### src/rtl/regfile_mp_bypass.sv
// Multi-port integer register file with write-to-read bypass and a per-register busy scoreboard.
// Read results and busy flags are registered (latency 1); register 0 always reads zero and is never busy.
module regfile_mp_bypass #(
    parameter int XLEN      = 32,
    parameter int NUM_REGS  = 32,
    parameter int NUM_READ  = 2,
    parameter int NUM_WRITE = 2,
    localparam int TAG_W    = $clog2(NUM_REGS)
) (
    input  logic                      clock,
    input  logic                      reset_n,
    input  logic                      rd_en,
    input  logic [NUM_READ*TAG_W-1:0] rs,
    output logic [NUM_READ*XLEN-1:0]  rs_read,
    output logic [NUM_READ-1:0]       rs_busy,
    input  logic [NUM_WRITE-1:0]      we,
    input  logic [NUM_WRITE*TAG_W-1:0] wd_tag,
    input  logic [NUM_WRITE*XLEN-1:0] wd_value,
    input  logic                      issue_vld,
    input  logic [TAG_W-1:0]          issue_tag
);

    logic [XLEN-1:0]          regs [NUM_REGS];
    logic [NUM_REGS-1:0]      busy;
    logic [NUM_READ*XLEN-1:0] rd_val_p0;
    logic [NUM_READ-1:0]      rd_busy_p0;

    // Value and busy state of a tag as they will be after this cycle's updates.
    // Later write ports override earlier ones; an issue overrides any write clear.
    function automatic logic [XLEN:0] read_bypass(input logic [TAG_W-1:0] tag);
        logic [XLEN-1:0] val;
        logic            b;
        val = regs[tag];
        b   = busy[tag];
        for (int j = 0; j < NUM_WRITE; j++) begin
            if (we[j] && (wd_tag[j*TAG_W +: TAG_W] == tag)) begin
                val = wd_value[j*XLEN +: XLEN];
                b   = 1'b0;
            end
        end
        if (issue_vld && (issue_tag == tag))
            b = 1'b1;
        if (tag == '0) begin
            val = '0;
            b   = 1'b0;
        end
        return {b, val};
    endfunction

    // Stage p0: bypassed read lookup
    always_comb begin
        rd_val_p0  = '0;
        rd_busy_p0 = '0;
        for (int i = 0; i < NUM_READ; i++)
            {rd_busy_p0[i], rd_val_p0[i*XLEN +: XLEN]} = read_bypass(rs[i*TAG_W +: TAG_W]);
    end

    // Stage p1: architectural state update and registered read outputs
    always_ff @(posedge clock or negedge reset_n) begin
        if (!reset_n) begin
            for (int k = 0; k < NUM_REGS; k++)
                regs[k] <= '0;
            busy    <= '0;
            rs_read <= '0;
            rs_busy <= '0;
        end else begin
            for (int j = 0; j < NUM_WRITE; j++) begin
                if (we[j] && (wd_tag[j*TAG_W +: TAG_W] != '0)) begin
                    regs[wd_tag[j*TAG_W +: TAG_W]] <= wd_value[j*XLEN +: XLEN];
                    busy[wd_tag[j*TAG_W +: TAG_W]] <= 1'b0;
                end
            end
            if (issue_vld && (issue_tag != '0))
                busy[issue_tag] <= 1'b1;
            if (rd_en) begin
                rs_read <= rd_val_p0;
                rs_busy <= rd_busy_p0;
            end
        end
    end

endmodule

### config.mk
export PLATFORM = sky130hd
export DESIGN_NAME = regfile_mp_bypass
export DESIGN_NICKNAME = d
export VERILOG_FILES = /design/src/rtl/regfile_mp_bypass.sv
export SDC_FILE = /design/constraint.sdc
export NUM_CORES = 2
export LEC_CHECK = 0
export CORE_ASPECT_RATIO = 1.75
export CORE_MARGIN = 4
export CORE_UTILIZATION = 42
export CTS_BUF_LIST = sky130_fd_sc_hd__clkbuf_2
export CTS_CLUSTER_DIAMETER = 150
export DETAILED_ROUTE_END_ITERATION = 12
export PLACE_DENSITY = 0.58
export SLEW_MARGIN = 0
export SYNTH_ARGS = -nofsm -noshare
export SYNTH_HDL_FRONTEND = slang
export SYNTH_SLANG_ARGS = --single-unit
### constraint.sdc
create_clock -name clock -period 1.8 [get_ports clock]
set_input_delay 0.18 -clock clock [delete_from_list [all_inputs] [get_ports clock]]
set_output_delay 0.18 -clock clock [all_outputs]
set_load 0.005 [all_outputs]
==> metrics <==
Distinct cells, synth 62; CP top delay family flip-flops; GRT Overall Usage 38.68%; Yosys top cell by area dfrtp_1; minimum clock period after layout 2.388 ns; Final WS setup -0.5884 ns; status complete, but fails checks; Tightest Pin Transition 1.266 ns; power after layout 79.42 mW; gr ovfl total 0; CP Buf/Inv Count 1; Setup WS pre-CTS -1.434 ns; Hold Crit Class input port to flip-flop; Relative slew margins 15.40%; I/O pins 161; Post-Layout Cell Count 9736; layout cell share with drive strength beyond 1 28.78%; critical path cell sequence buf_6; FP Rows 195; post-synthesis sequential area ratio 40.99%; Setup crit start kind flip-flop; Final setup viols 76; first-pass GRT wire length 469100 µm; Post-Route WL 336500 µm; CTS tree built; Synth top area share 40.99%; top post-synthesis cells by count dfrtp_1 (1122), mux2i_1 (1041), nand2_1 (669); CP Data Arrival Time 2.21 ns; CTS Root Cell clkbuf_2; Layout Skew 0.1310 ns; Die H 542.2 µm; die area 169900 µm²; endpoint class of the critical path output pin; Post-synth EDFFs 0; placed cell count 9009; Peak VDD IR 433.5 µV; post-synthesis cell count 6604; crit share post-route 132.7%; Data required, critical path 1.62 ns; Synth Area per Inst 10.37 µm²; LEAKAGE 38.31 nW; initial antenna violation count 24; via count 63.67k; antenna viol nets, final 0; Max Buffers Root-to-Sink 4; net total in the final layout 7478; Syn Nets 6699; RSZ-0062 raised after global routing yes; Clock Latency Late Sink 1.54 ns; Final Wtd Congestion 1.015; CTS buffer count 283; Area Growth Syn to Fin 25.45%; Power Density 924.3 nW/µm²; vias in the first global route 63.02k; Final Hold Fails 16; clk sinks 1122; Worst-path clk slew 0.15 ns; DR iter-0 viols 8525; Initial Util 42.34%; number of vias per cell 6.540; Final HPWL DP 230000 µm; fin util 53.12%; asr flop ratio synth 100.0%; violated checks hold timing, setup timing; most frequent cell after synthesis dfrtp_1; final hold slack -0.04822 ns; drt pass-1 iters 10; Core ar. 161800 µm²; wire per inst 34.57 µm; critical path's slowest cell dfrtp_2; Port Buf Inserts 160; register bit count reported by yosys 1122; YS warnings 0; Area contributors post-synth dfrtp_1 (41%), mux4_2 (15%), mux2i_1 (15%); die extent in x 313.3 µm; largest net degree at the start of global routing 98; worst-path fanout max 2; Post-Syn Area 68500 µm²; Slew Viols, Final 0; H-tree depth 5; top_reg_cell synth dfrtp_1; r2r setup slk -0.18 ns; Max Freq 418.7 MHz; Max-Cap Viols 0; DRC 0; critical path class flip-flop to output pin; crit-path max cell delay 0.51 ns
[routing by layer]
metal / vias to the layer above / global-route usage, % / part of all wire, %
met3: 1515 / 10.32 / 11
met2: 4870 / 60.47 / 45
li1: 25910 / - / -
met5: - / 0 / 0.068
met1: 31360 / 43.98 / 33
met4: 8 / 33.13 / 11
[sequential cells by signal, summed over array words and instances (netlist names)]
signal	cells
busy	32
regs	1024
rs_busy	2
rs_read	64
[repair_timing]
| item | in CTS | in global routing |
|---|---|---|
| buffers inserted | 11 | 67 |
| endpoints found under the hold margin | 2211 | 171 |
| resized for setup | 395 | 103 |
| pin swaps | 12 | 35 |
| setup endpoints to repair | 86 | 428 |
| hold buffers | 175 | 14 |
| gates cloned | 0 | 2 |
[per-stage QoR]
| stage | TNS (ns) | cell area [µm²] |
|---|---|---|
| after global placement | -584.15 | 80730 |
| after CTS | -57.35 | 85020 |
| after floorplan | -0.4545 | 68570 |
| final | -34.07 | 85930 |
| after global routing | -36.13 | 85900 |
| after detailed placement | -584.88 | 80730 |
[worst reg2reg max path, cell delays in order, from the launching register on]
cell	delay, ns
dfrtp_1	0.42
mux4_2	0.48
mux4_2	0.49
mux2i_1	0.20
o31ai_1	0.10
a22o_1	0.18
[layout make-up]
type / count / area [µm²]
multi-input combinational: 4606 / 37520
clock buffer: 391 / 1957
clock inverter: 58 / 304.0
tap: 2167 / 2711
inverter: 14 / 52.55
sequential: 1122 / 28120
fill: 14280 / 75830
timing repair buffer: 1356 / 15210
antenna: 22 / 55.05
[kinds of logic (layout without fill, tap and decap cells)]
family	Yosys count	after routing	share of synthesized area, %
flops	1122	1122	40.99
xor+xnor	30	30	0.3836
compound gates	1568	1568	13.63
simple gates	1503	1503	9.029
other cells	0	22	0
mux	1505	1505	30.47
buf+inv	876	1819	5.500
[power by group]
part	switching (mW)	internal, mW
Combinational	11.3	13.4
Clock	11.5	6.15
Sequential	5.55	31.6
[final timing paths]
check | startpoint | end | cells past startpoint
max | rs_read[17] | rs_read[17] | 1
max reg2reg | busy[30] | rs_busy[1] | 5
max in group asynchronous | reset_n | regs[36] | 6
min | rs[9] | rs_read[56] | 6
min in group asynchronous | reset_n | regs[89] | 5
min reg2reg | regs[999] | regs[999] | 0
[cells in the final DEF (no fill, tap or decap), types with 59 or more instances in the layout]
cell                n
dfrtp_1          1086
mux2i_1          1041
buf_4             681
nand2_1           635
nor2_1            589
a21oi_1           563
mux4_2            464
o21ai_0           410
clkbuf_2          396
buf_12            331
dlygate4sd3_1     161
a22oi_1           137
o22ai_1           117
a32oi_1           104
clkdlybuf4s50_1    82
nand3_1            59
Power figures use the tool's default switching activity.
